[src/rtl/mci_mcu_halt_rst_responder.sv]
// MCU-side responder for the MCI boot FSM hitless-update handshake.
// It stalls the MCU core on a halt request and acknowledges once the core is quiet.
// On a reset request it holds the MCU in reset for RST_CYCLES cycles, then pulses rst_done.
//
// Handshake semantics:
//   halt_req  : level from the boot FSM; keep it high for as long as the halt is wanted.
//   halted    : level ack; high while the MCU is stalled (HALTED) or held in reset (RESET).
//   rst_req   : single-cycle pulse. It is honoured only in HALTED; in any other state it is ignored.
//   rst_done  : single-cycle pulse on the first RELEASE cycle.
//               halt_req must then drop before a new halt can start.
module mci_mcu_halt_rst_responder #(
    parameter int RST_CYCLES   = 10,
    parameter int HALT_TIMEOUT = 1024
) (
    input  logic       clk,
    input  logic       rst,
    input  logic       halt_req,
    input  logic       rst_req,
    input  logic       core_quiesced,
    output logic       core_halt,
    output logic       halted,
    output logic       mcu_rst,
    output logic       rst_done,
    output logic       halt_timeout,
    output logic [2:0] fsm_state
);

    localparam int MAX_LIM = (RST_CYCLES > HALT_TIMEOUT) ? RST_CYCLES : HALT_TIMEOUT;
    localparam int CNT_W   = $clog2(MAX_LIM + 1);

    localparam logic [CNT_W-1:0] CNT_MAX   = '1;
    localparam logic [CNT_W-1:0] HALT_LAST = CNT_W'(HALT_TIMEOUT - 1);
    localparam logic [CNT_W-1:0] RST_LAST  = CNT_W'(RST_CYCLES - 1);

    typedef enum logic [2:0] {
        ST_IDLE    = 3'd0,
        ST_HALTING = 3'd1,
        ST_HALTED  = 3'd2,
        ST_RESET   = 3'd3,
        ST_RELEASE = 3'd4
    } state_t;

    state_t           state;
    logic [CNT_W-1:0] cnt;
    logic [CNT_W-1:0] cnt_inc;

    // Saturating increment; the counter is shared by the halt timeout and the reset hold.
    assign cnt_inc = (cnt == CNT_MAX) ? cnt : cnt + CNT_W'(1);

    assign fsm_state = state;

    // Single sequencer: the next state and every registered output are updated together.
    always_ff @(posedge clk) begin
        if (rst) begin
            state        <= ST_IDLE;
            cnt          <= '0;
            core_halt    <= 1'b0;
            halted       <= 1'b0;
            mcu_rst      <= 1'b0;
            rst_done     <= 1'b0;
            halt_timeout <= 1'b0;
        end else begin
            rst_done <= 1'b0;
            case (state)
                ST_IDLE: begin
                    if (halt_req) begin
                        state     <= ST_HALTING;
                        cnt       <= '0;
                        core_halt <= 1'b1;
                    end
                end
                ST_HALTING: begin
                    cnt <= cnt_inc;
                    // Quiescence beats both abort and timeout in the same cycle.
                    if (core_quiesced) begin
                        state  <= ST_HALTED;
                        halted <= 1'b1;
                    end else if (!halt_req) begin
                        state     <= ST_IDLE;
                        core_halt <= 1'b0;
                    end else if (cnt == HALT_LAST) begin
                        state        <= ST_HALTED;
                        halted       <= 1'b1;
                        halt_timeout <= 1'b1;
                    end
                end
                ST_HALTED: begin
                    // A reset request wins over a simultaneous halt_req drop.
                    if (rst_req) begin
                        state   <= ST_RESET;
                        cnt     <= '0;
                        mcu_rst <= 1'b1;
                    end else if (!halt_req) begin
                        state     <= ST_IDLE;
                        core_halt <= 1'b0;
                        halted    <= 1'b0;
                    end
                end
                ST_RESET: begin
                    cnt <= cnt_inc;
                    if (cnt == RST_LAST) begin
                        state     <= ST_RELEASE;
                        mcu_rst   <= 1'b0;
                        halted    <= 1'b0;
                        core_halt <= 1'b0;
                        rst_done  <= 1'b1;
                    end
                end
                ST_RELEASE: begin
                    // halt_req may still be high from this update.
                    // Wait for it to drop so it does not start another halt.
                    if (!halt_req) begin
                        state <= ST_IDLE;
                    end
                end
                default: begin
                    state     <= ST_IDLE;
                    core_halt <= 1'b0;
                    halted    <= 1'b0;
                    mcu_rst   <= 1'b0;
                end
            endcase
        end
    end

endmodule
[config.mk]
export PLATFORM = sky130hd
export DESIGN_NAME = mci_mcu_halt_rst_responder
export DESIGN_NICKNAME = d
export VERILOG_FILES = /design/src/rtl/mci_mcu_halt_rst_responder.sv
export SDC_FILE = /design/constraint.sdc
export NUM_CORES = 1
export LEC_CHECK = 0
export BUFFER_PORTS_ARGS = -buffer_cell sky130_fd_sc_hd__buf_4
export CAP_MARGIN = 40
export CORE_UTILIZATION = 61
export DETAILED_ROUTE_END_ITERATION = 16
export PLACE_DENSITY = 0.81
export SYNTH_ARGS = -nofsm -noshare
export SYNTH_HDL_FRONTEND = slang
export SYNTH_SLANG_ARGS = --single-unit
[constraint.sdc]
create_clock -name clk -period 3 [get_ports clk]
set_input_delay 0.15 -clock clk [delete_from_list [all_inputs] [get_ports clk]]
set_output_delay 0.15 -clock clk [all_outputs]
set_load 0.05 [all_outputs]
# Word-level counts from Yosys, hierarchy flattened
# Cells that the tools add are included.
# totals
wordCells	69
register_bits	19
output_inout_bits	8
input_bits	5
# classes
bitwise	5
n_eq_ne	17
muxes	27
n_reduce_logical	12
addsub	1
# ops
cell	n
2-to-1 mux 11 bit	3
case mux 11 bit (3 select lines)	1
2-to-1 mux 3 bit	7
case mux 3 bit (5 select lines)	1
inequality test 2 bit, second input constant	7
2-to-1 mux 1 bit	12
adder 11 x 1 -> 11 bit, second input constant	1
== test 11 x 10 -> 1 bit, second input constant	1
== test 11 bit, second input constant	1
== test 11 x 4 -> 1 bit, second input constant	1
AND reduction 4 bit	2
== test 3 x 2 -> 1 bit, second input constant	2
inequality test 3 bit, second input constant	2
AND reduction 3 bit	2
AND reduction 6 bit	1
OR reduction 2 bit	3
inverter 1 bit	5
case mux 1 bit (5 select lines)	1
AND reduction 5 bit	1
inequality test 4 bit, second input constant	1
case mux 1 bit (4 select lines)	1
== test 3 x 1 -> 1 bit, second input constant	1
== test 3 bit, second input constant	1
logical NOT 3 bit	1
3 further kinds	3

# Logic depth before layout (Yosys ltp)
# Gate-level depths: netlist of the first run.
# logic_depth
word_depth	5
depth_mapped	6
depth_no_buf	6

# Worst setup path after synthesis of the first run
# No wires, ideal clock.
# synth_timing
path_type	register to register
startpoint	reg state[0], in the netlist fsm_state[0]
endpoint	reg core_halt
setup_ns	0.123
n_path_buf	1
synth_period_minus_slack_ns	1.849
path_slack_ns	1.151
t_required_ns	2.877
arrival_time_ns	1.726
stages_incl_launch_ff	6
path_cell_list	dfxtp_1 buf_4 nand3b_1 a21oi_1 a211oi_1 mux2_1
# synth_via
elab_chain_len	3
elab_cells_between_ends	12
classes_between	eq/ne (8); mux (1); bitwise (1); reduce/logical (2)
# synth_lines
item	line	text
from (decl)	43	state_t state;
from (signal assigned)	55	state <= ST_IDLE;
from (signal assigned)	67	state <= ST_HALTING;
from (signal assigned)	76	state <= ST_HALTED;
== test 3 x 2 -> 1 bit (tied with other cells)	64	case (state)
inequality test 2 bit (no source line) / inverter 1 bit (equally long branches)	n/a	
AND reduction 5 bit (no source line)	n/a	
to (signal assigned)	57	core_halt <= 1'b0;
to (signal assigned)	69	core_halt <= 1'b1;
to (signal assigned)	80	core_halt <= 1'b0;
to (decl)	20	output logic core_halt,
# Several ways; a longest one is shown, not always the timed one.
# A chain may end at the register's enable or synchronous reset.

# Worst setup path after layout of the first run
# layout_timing
startpoint	reg cnt[0]
endpoint	reg cnt[3]
# layout_via
elab_chain_len	3
elab_cells_between_ends	6
classes_between	add/sub (1); eq/ne (2); mux (2); reduce/logical (1)
# layout_lines
item	line	text
from (decl)	44	logic [CNT_W-1:0] cnt;
from (signal assigned)	73	cnt <= cnt_inc;
from (signal assigned)	100	cnt <= cnt_inc;
adder 11 x 1 -> 11 bit / == test 11 bit (equally long branches)	48	assign cnt_inc = (cnt == CNT_MAX) ? cnt : cnt + CNT_W'(1);
2-to-1 mux 11 bit / inequality test 2 bit (equally long branches)	n/a	
case mux 11 bit (3 select lines) / AND reduction 4 bit (equally long branches)	n/a	
# Several ways; a longest one is shown, not always the timed one. The select of a mux whose other input is x is not followed.

==> summary.md, run 1 <==
| Metric | Value |
|---|---|
| Total global routing track utilization | `0.268` |
| Synth Warn # | `0` |
| Logic pwr share | `0.288` |
| CTS buffer count | `3` |
| Diodes inserted | `0` |
| Via density | `6.60` |
| Layout cells sized above 1 | `0.188` |
| Min Hold Slack | `0.111 ns` |
| Most common cell after layout, fill and taps aside | `dfxtp_1` |
| Fillers | `approximately 150` |
| Via count | `1115` |
| Slowest cell delay on critical path | `0.61 ns` |
| Largest net degree at the start of global routing | `18` |
| Reg2reg setup slack | `approximately 1.1 ns` |
| Cell count after synthesis | `between 100 and 150` |
| Initial antenna violation count | `0` |
| Boundary Pins | `13` |
| RSZ-0062 raised after global routing | `false` |
| CP required | `between 3 and 4 ns` |
| Core Area | `about 1800 sq um` |
| Syn Nets | `around 140` |
| Initial core utilization | `0.672` |
| Final #Nets | `roughly 150` |
| Synth-to-Final Area Change | `8.14%` |
| Final worst-path cycle share | `0.625` |
| Mapped Avg Cell Area | `just under 9 sq um` |
| Net switching power figure | `0.212 mW` |
| Primary FF master, synth | `dfxtp_1` |
| CP Cell Sequence | `ha_1 -> nand4_2 -> nor4_4 -> or4_1 -> a21oi_1` |
| Max-slew headroom | `0.603` |
| Clk sinks | `19` |
| Cts hold-fix bufs | `0` |
| Final hold viol count | `0` |
| Minimum clock period | `between 1.5 and 2 ns` |
| Reg2reg path depth | `5` |
| Hold Startpoint | `rst` |
| Yosys top cell by area | `dfxtp_1` |
| Vias in the first global route | `just over 900` |
| Maximum VDD drop | `331 uV` |
| Final setup viols | `0` |
| Max Cap Viol | `0` |
| Achievable Freq | `roughly 0.53 GHz` |
| Min-Delay Endpoint | `cnt[1]$_SDFFE_PP0P_` |
| Critical path peak fanout | `14` |
| Setup TNS | `0 ns` |
| Bufs on Longest Clock Path | `2` |
| Clk pin slew, worst setup/hold paths | `roughly 0.10 ns` |
| Least-Margin Pin Slew | `between 0.5 and 0.6 ns` |
| Gr ovfl total | `0` |
| DRC violations left | `0` |
| Worst path top cell family by delay | `simple AND/OR/NAND/NOR gates` |
| Postcts setup bufs | `0` |
| WP buf/inv | `0` |
| Routed WL per cell | `around 15 um` |
| Root Buffer | `clkbuf_4` |
| Worst skew pair latency | `around 0.30 ns` |
| Critical path arrival | `about 2 ns` |
| First-pass GRT wire length | `4180 um` |
| Leakage | `between 0.4 and 0.5 nW` |
| Outcome | `completed` |
| Hold path depth | `2` |
| Clk_skew | `0.00112 ns` |
| Fin. max-slew vios | `0` |
| Internal power | `~0.38 mW` |
| Die Ht | `46.3 um` |
| Die ar. | `~2100 sq um` |
| Clk pwr share | `0.220` |
| Synth area leaders | `dfxtp_1, a21oi_1, or4_1` |
| I/O Buffers | `12` |
| R2R Path Start | `cnt[0]$_SDFFE_PP0P_` |
| Sequential-to-total area share from yosys stat | `0.317` |
| Seq pwr share | `0.491` |
| WS Path Type | `flop to flop` |
| Post-CTS Resized | `0` |
| Synth top area share | `0.317` |
| Seq cells post-synth | `19` |
| Final GP Congestion | `about 0.80` |
| Setup crit end kind | `flop` |
| Die width | `between 40 and 50 um` |
| Critical R2R Capture | `cnt[3]$_SDFFE_PP0P_` |
| H-Tree Depth | `1` |
| DRT iter0 DRCs | `27` |
| Antenna Nets Post-Route | `0` |
| Most frequent cells in the layout | `dfxtp_1, a21oi_1, buf_4` |
| Detailed Routing Iterations Pass 1 | `4` |
| Post-synth EDFFs | `0` |
| Placed insts | `roughly 170` |
| Async SR Flop Fraction | `0` |
| Sw Share | `0.358` |
| Min-delay worst type | `input pin to flop` |
| Synthesized area | `1200 sq um` |
| Final std cells w/o fill | `169` |
| Slowest-stage cell, CP | `nor4_4` |
| Final wirelength | `around 2500 um` |
| Startpoint types | `flop` |
| Placement Rows | `15` |
| CTS tree | `done` |
| Hpwl dp | `approximately 1900 um` |
| Post-synth cell types | `between 40 and 50` |
| PD cells | `approximately 460 nW/um^2` |
-- power by group through the flow --
| stage | Sequential (mW) | Clock [mW] | Combinational (mW) |
|---|---|---|---|
| after floorplan | 0.321 | 0 | 0.112 |
| after global placement | 0.296 | 0 | 0.166 |
| after detailed placement | 0.296 | 0 | 0.170 |
| after CTS | 0.291 | 0.134 | 0.170 |
| after global routing | 0.294 | 0.147 | 0.184 |
| final | 0.291 | 0.131 | 0.171 |
-- worst max-delay path by stage --
stage                                   to                       from  depth (start not counted)  slack, ns
floorplan           core_halt$_SDFFE_PP0P_  fsm_state[0]$_SDFFE_PP0P_                          5       1.15
global placement       cnt[6]$_SDFFE_PP0P_  fsm_state[0]$_SDFFE_PP0P_                          4       1.19
detailed placement     cnt[3]$_SDFFE_PP0P_        cnt[0]$_SDFFE_PP0P_                          5       1.15
CTS                    cnt[3]$_SDFFE_PP0P_        cnt[0]$_SDFFE_PP0P_                          5       1.13
global route           cnt[1]$_SDFFE_PP0P_        cnt[0]$_SDFFE_PP0P_                          5       0.94
finish                 cnt[3]$_SDFFE_PP0P_        cnt[0]$_SDFFE_PP0P_                          5       1.12
-- final cells by class --
class                   instances  area, sq um  share of cell area
clock buffers                   4         26.3              0.0203
well taps                      25         31.3              0.0241
repair buffers                 12         90.1              0.0695
multi-input cells             103          746               0.575
flip-flops and latches         19          380               0.293
inverters                       6         22.5              0.0174
-- metrics by stage --
stage | power, mW | util | setup WS, ns | area (sq um)
after global routing | 0.626 | 0.727 | 0.942 | 1300
after detailed placement | 0.466 | 0.712 | 1.15 | 1270
after global placement | 0.462 | 0.712 | 1.19 | 1270
final | 0.593 | 0.727 | 1.12 | 1300
after CTS | 0.595 | 0.727 | 1.13 | 1300
after floorplan | 0.433 | - | 1.15 | 1200
-- worst register-to-register path, stage by stage (launching register included) --
cell and delay, ns:
dfxtp_1 0.41, ha_1 0.25, nand4_2 0.22, nor4_4 0.61
or4_1 0.20, a21oi_1 0.07
-- routing by layer --
metal | wire, um | GRT usage | vias to the layer above
met5 | 0 | 0 | -
met2 | 1190 | 0.419 | 40
met3 | 137 | 0.0627 | 2
met4 | 6 | 0.0647 | 0
li1 | - | - | 545
met1 | 1210 | 0.368 | 528
-- flip-flops by register name, summed over array words and instances (netlist names) --
signal and count:
mcu_rst 1, fsm_state 3, core_halt 1, halted 1
cnt 11, halt_timeout 1, rst_done 1
-- synth_stat cells (all sizes together) (2+ instances only) --
cell type and number:
or3 2, a31oi 3, nand3 5, a21o 2, o31ai 5, ha 2, o211a 2, clkbuf 2
nor3 4, buf 5, nand2b 4, nor2b 2, dfxtp 19, or4 6, a211oi 2, nand4 4
o21ai 4, mux2 2, nor4 5, nand2 7, o21a 4, inv 6, nand3b 3, nor2 6
a21oi 14
-- cells by family after synthesis --
group / count (synthesis) / share of synthesized area
adder cells (fa/ha/maj): 2 / 0.0209
multiplexers: 3 / 0.0303
buffers and inverters: 13 / 0.0605
flip-flops: 19 / 0.317
AO/OA/AOI/OAI: 44 / 0.267
AND/OR/NAND/NOR: 54 / 0.304
(Power assumes the default switching activity.)
==> run 2, diff against run 1 <==
--- a/config.mk
+++ b/config.mk
@@ -7,9 +7,9 @@
 export LEC_CHECK = 0
 export BUFFER_PORTS_ARGS = -buffer_cell sky130_fd_sc_hd__buf_4
 export CAP_MARGIN = 40
-export CORE_UTILIZATION = 61
+export CORE_UTILIZATION = 51
 export DETAILED_ROUTE_END_ITERATION = 16
-export PLACE_DENSITY = 0.81
+export PLACE_DENSITY = 0.73
 export SYNTH_ARGS = -nofsm -noshare
 export SYNTH_HDL_FRONTEND = slang
 export SYNTH_SLANG_ARGS = --single-unit
==> constraint.sdc (replaced) <==
create_clock -name clk -period 1.6 [get_ports clk]
set_input_delay 0.08 -clock clk [delete_from_list [all_inputs] [get_ports clk]]
set_output_delay 0.08 -clock clk [all_outputs]
set_load 0.05 [all_outputs]
==> run 2 against run 1 <==
Effect of this change: the flow now finishes with violations (negative setup slack); utilization down 3.6 points; clock power up 100%; global-route usage down 1.1 points; sequential power up 87%; final cell count up 14%; total power up 100%; critical path depth up 1; flip-flop and latch count unchanged; clock skew up 0.0059 ns; register-to-register slack worse by 1.1 ns; via count up 11%; routed wire length up 25%.
==> summary.md, run 2 (same netlist as run 1, synthesis figures left out) <==
| Metric | Value |
|---|---|
| Via density | `~6.4` |
| Final wirelength | `roughly 3200 um` |
| Critical path peak fanout | `4` |
| Place WS | `-0.0483 ns` |
| First-pass GRT wire length | `~5000 um` |
| Leakage | `roughly 0.56 nW` |
| Antenna Nets Post-Route | `0` |
| Layout cells sized above 1 | `0.390` |
| Min Hold Slack | `about 0.034 ns` |
| Dpl cell area | `around 1400 sq um` |
| Max-slew headroom | `0.711` |
| Bufs on Longest Clock Path | `2` |
| Initial core utilization | `0.542` |
| Boundary Pins | `13` |
| Placement Rows | `17` |
| Die Ht | `around 50 um` |
| Net switching power figure | `roughly 0.45 mW` |
| Least-Margin Pin Slew | `roughly 0.43 ns` |
| Setup crit end kind | `flop` |
| Violated checks | `negative setup slack` |
| Startpoint types | `flop` |
| RSZ-0062 raised after global routing | `true` |
| Clk pin slew, worst setup/hold paths | `roughly 0.12 ns` |
| Final worst-path cycle share | `1.01` |
| Min-delay worst type | `input pin to flop` |
| Synth-to-Final Area Change | `27.6%` |
| Seq pwr share | `0.452` |
| Core Area | `roughly 2200 sq um` |
| Maximum VDD drop | `654 uV` |
| Fin. max-slew vios | `0` |
| CP required | `1.86 ns` |
| Final GP Congestion | `about 0.89` |
| Diodes inserted | `0` |
| Final setup viols | `1` |
| CTS buffer count | `3` |
| Internal power | `around 0.76 mW` |
| Post-route setup slack | `-0.00953 ns` |
| Hpwl dp | `2100 um` |
| Achievable Freq | `between 0.6 and 0.7 GHz` |
| Outcome | `finished with violations` |
| Top reg by flops | `cnt` |
| Detailed Routing Iterations Pass 1 | `4` |
| Most common cell after layout, fill and taps aside | `buf_4` |
| Clk sinks | `19` |
| Sw Share | `0.371` |
| Largest register FFs | `11` |
| Total power | `around 1.2 mW` |
| Minimum clock period | `1.61 ns` |
| Routed WL per cell | `about 17 um` |
| Clk_skew | `just over 0.007 ns` |
| Most frequent cells in the layout | `buf_4, a21oi_1, dfxtp_1` |
| Critical path arrival | `~1.9 ns` |
| PD cells | `~800 nW/um^2` |
| I/O Buffers | `12` |
| Root Buffer | `clkbuf_4` |
| Gr ovfl total | `0` |
| CTS tree | `done` |
| Cts hold-fix bufs | `0` |
| Largest net degree at the start of global routing | `18` |
| Worst skew pair latency | `0.31 ns` |
| DRC violations left | `0` |
| WS Path Type | `flop to flop` |
| H-Tree Depth | `1` |
| DRT iter0 DRCs | `39` |
| Final std cells w/o fill | `about 190` |
| Via count | `between 1000 and 1500` |
| Placed insts | `approximately 180` |
| Total global routing track utilization | `0.258` |
| Clk pwr share | `0.218` |
| Max Cap Viol | `0` |
| Logic pwr share | `0.330` |
| Die ar. | `approximately 2500 sq um` |
| Initial antenna violation count | `0` |
| Final #Nets | `~170` |
| Vias in the first global route | `approximately 1100` |
| Final instance area | `1530 sq um` |
| Final hold viol count | `0` |
| Die width | `50.5 um` |
[run 2: cell types whose count changed in the layout (fill, tap and decap cells not counted), sizes merged]
cell	before	now
buf	12	31
o21ai	4	5
[run 2: power groups by stage]
stage	logic (mW)	clock network, mW	registers, mW
2_1_floorplan	0.211	0	0.604
3_3_place_gp	0.347	0	0.549
3_5_place_dp	0.353	0	0.552
4_1_cts	0.363	0.263	0.543
5_1_grt	0.427	0.274	0.548
6_report	0.398	0.263	0.544
[run 2: critical path: stages (launching register included)]
cell	delay (ns)
dfxtp_2	0.38
buf_6	0.10
buf_6	0.09
and3_4	0.17
nand4_1	0.16
or4_1	0.51
a21oi_1	0.14
[run 2: metal layers]
layer,vias to the layer above,wire (um),track usage,share of wire
met3,9,186,0.0424,0.058
met4,0,76,0.144,0.024
li1,585,-,-,-
met1,589,1420,0.348,0.44
met2,50,1510,0.387,0.47
met5,-,0,0,0
[run 2: final cells by class]
cell class | count | area [sq um]
Multi-Input combinational cell | 104 | 806
Fill cell | 181 | 683
Sequential cell | 19 | 395
Timing Repair Buffer | 31 | 244
Tap cell | 28 | 35.0
Clock buffer | 4 | 26.3
Inverter | 6 | 22.5
[run 2: through the flow]
step                 util   TNS, ns
finish              0.691  -0.00953
global route        0.691    -0.280
CTS                 0.654   -0.0106
detailed placement  0.626   -0.0738
global placement    0.626  -0.00870
floorplan               -  -0.00164
[run 2: what timing repair did]
item / 4_1_cts / 5_1_grt
endpoints found under the setup margin: 5 / 14
gates resized for setup: 6 / 16
setup buffers: 3 / 2
pin swaps: 5 / 5
hold endpoints to repair: 0 / 0
cloned: 0 / 2
[run 2: worst paths after layout]
check,startpoint,endpoint,slack [ns],cells after the start
hold / removal,rst,fsm_state[2]$_SDFFE_PP0P_,0.03,2
setup reg to reg,cnt[0]$_SDFFE_PP0P_,cnt[7]$_SDFFE_PP0P_,-0.01,6
setup / recovery,cnt[0]$_SDFFE_PP0P_,cnt[7]$_SDFFE_PP0P_,-0.01,6
hold reg to reg,mcu_rst$_SDFFE_PP0P_,mcu_rst$_SDFFE_PP0P_,0.47,2
==> run 3, diff against run 2 <==
--- a/config.mk
+++ b/config.mk
@@ -7,9 +7,10 @@
 export LEC_CHECK = 0
 export BUFFER_PORTS_ARGS = -buffer_cell sky130_fd_sc_hd__buf_4
 export CAP_MARGIN = 40
-export CORE_UTILIZATION = 51
+export CORE_UTILIZATION = 61
 export DETAILED_ROUTE_END_ITERATION = 16
-export PLACE_DENSITY = 0.73
+export GPL_ROUTABILITY_DRIVEN = 0
+export PLACE_DENSITY = 0.81
 export SYNTH_ARGS = -nofsm -noshare
 export SYNTH_HDL_FRONTEND = slang
 export SYNTH_SLANG_ARGS = --single-unit
==> constraint.sdc (replaced) <==
create_clock -name clk -period 2 [get_ports clk]
set_input_delay 0.1 -clock clk [delete_from_list [all_inputs] [get_ports clk]]
set_output_delay 0.1 -clock clk [all_outputs]
set_load 0.05 [all_outputs]
==> run 3 against run 2 <==
Effect of this change: the flow now finishes without violations; via count down 10%; die area fell by 16%; largest power group unchanged; register-to-register slack better by 0.21 ns; design area fell by 14%; setup slack improved by 0.21 ns; critical endpoint is now fsm_state[0]$_SDFFE_PP0P_; final cell count shrank 10%; clock skew is 0.0015 ns higher.
==> summary.md, run 3 (same netlist as run 1, synthesis figures left out) <==
| Metric | Value |
|---|---|
| Postcts setup bufs | `0` |
| Gr ovfl total | `0` |
| Top reg by flops | `cnt` |
| CP required | `2.20 ns` |
| Minimum clock period | `1.80 ns` |
| Initial antenna violation count | `0` |
| Hpwl dp | `between 1500 and 2000 um` |
| Max-slew headroom | `0.723` |
| Fin. max-slew vios | `0` |
| Initial core utilization | `0.672` |
| Synth-to-Final Area Change | `10.0%` |
| Slowest cell delay on critical path | `roughly 0.42 ns` |
| DRC violations left | `0` |
| Final std cells w/o fill | `between 150 and 200` |
| Routed WL per cell | `approximately 15 um` |
| Die ar. | `2150 sq um` |
| Via count | `1105` |
| Via density | `6.42` |
| Layout cells sized above 1 | `0.204` |
| Largest net degree at the start of global routing | `18` |
| Leakage | `0.473 nW` |
| Clk sinks | `19` |
| CTS tree | `done` |
| Final setup viols | `0` |
| H-Tree Depth | `1` |
| CTS buffer count | `3` |
| Achievable Freq | `~0.56 GHz` |
| Final #Nets | `155` |
| Max Cap Viol | `0` |
| Placed insts | `168` |
| Worst path top cell family by delay | `simple AND/OR/NAND/NOR gates` |
| RSZ-0062 raised after global routing | `false` |
| Final wirelength | `2550 um` |
| Outcome | `completed` |
| Maximum VDD drop | `around 540 uV` |
| Total power | `0.895 mW` |
| Die width | `46.3 um` |
| Min-delay worst type | `input pin to flop` |
| Final worst-path cycle share | `0.900` |
| CP Cell Sequence | `ha_1 -> nand4_2 -> nor4_4 -> nor2_1 -> o31a_1` |
| Core Area | `about 1800 sq um` |
| Placement Rows | `15` |
| Min Hold Slack | `about 0.065 ns` |
| Setup TNS | `0 ns` |
| Boundary Pins | `13` |
| WS Path Type | `flop to flop` |
| Setup crit end kind | `flop` |
| Worst skew pair latency | `0.29 ns` |
| Die Ht | `approximately 46 um` |
| Most frequent cells in the layout | `dfxtp_1, buf_4, a21oi_1` |
| Largest register FFs | `11` |
| Detailed Routing Iterations Pass 1 | `4` |
| DRT iter0 DRCs | `28` |
| Total global routing track utilization | `0.273` |
| PD cells | `~680 nW/um^2` |
| Clk_skew | `~0.0086 ns` |
| Most common cell after layout, fill and taps aside | `dfxtp_1` |
| Bufs on Longest Clock Path | `2` |
| Diodes inserted | `0` |
| Clk pin slew, worst setup/hold paths | `0.11 ns` |
| Vias in the first global route | `between 900 and 1000` |
| WP buf/inv | `0` |
| First-pass GRT wire length | `~4300 um` |
| Root Buffer | `clkbuf_4` |
| Critical path peak fanout | `6` |
| Antenna Nets Post-Route | `0` |
| Least-Margin Pin Slew | `0.415 ns` |
| Post-CTS Resized | `0` |
| Critical path arrival | `approximately 2.0 ns` |
| Final hold viol count | `0` |
| I/O Buffers | `12` |
| Cts hold-fix bufs | `0` |
| Startpoint types | `flop` |
| Slowest-stage cell, CP | `dfxtp_1` |
## run 3: cell types whose count changed in the layout (fill, tap and decap cells not counted), moves of 2 or more
cell     previous run  this run
dfxtp_1            11        19
dfxtp_2             6         0
buf_6               3         0
dfxtp_4             2         0
a21oi_1            12        14
buf_4              28        15
a21oi_2             2         0
## run 3: layout make-up
type                            instances  area [sq um]
Sequential cell                        19           380
Timing Repair Buffer                   15           113
Clock buffer                            4          26.3
Tap cell                               25          31.3
Multi-Input combinational cell        103           746
Inverter                                6          22.5
Fill cell                             149           464
## run 3: worst reg2reg max path, stage by stage, from the launching register on
cell     delay, ns
dfxtp_1       0.42
ha_1          0.25
nand4_2       0.22
nor4_4        0.38
nor2_1        0.12
o31a_1        0.31
## run 3: final timing paths
check / start / to / slack (ns) / cells past startpoint
min: rst / cnt[1]$_SDFFE_PP0P_ / 0.07 / 2
min reg2reg: mcu_rst$_SDFFE_PP0P_ / mcu_rst$_SDFFE_PP0P_ / 0.47 / 2
max reg2reg: cnt[0]$_SDFFE_PP0P_ / fsm_state[0]$_SDFFE_PP0P_ / 0.20 / 5
max: cnt[0]$_SDFFE_PP0P_ / fsm_state[0]$_SDFFE_PP0P_ / 0.20 / 5
## run 3: metrics by stage
| step | area (sq um) | utilization | setup WS [ns] |
|---|---|---|---|
| after CTS | 1320 | 0.740 | 0.192 |
| after global routing | 1320 | 0.740 | 0.0958 |
| after detailed placement | 1290 | 0.725 | 0.198 |
| after global placement | 1290 | 0.725 | 0.272 |
| final | 1320 | 0.740 | 0.200 |
| after floorplan | 1200 | - | 0.151 |
## run 3: metal layers
layer | GRT usage | vias to the layer above | share of wire
met5 | 0 | - | 0
met4 | 0.0765 | 0 | 0.0047
met3 | 0.0431 | 2 | 0.053
met2 | 0.428 | 39 | 0.45
met1 | 0.380 | 516 | 0.49
li1 | - | 548 | -
## run 3: power breakdown
group / internal (mW) / switching [mW] / total, mW / leakage (nW)
combinational: 0.0997 / 0.173 / 0.272 / 0.304
sequential: 0.399 / 0.0291 / 0.428 / 0.154
clock: 0.0775 / 0.117 / 0.195 / 0.0150
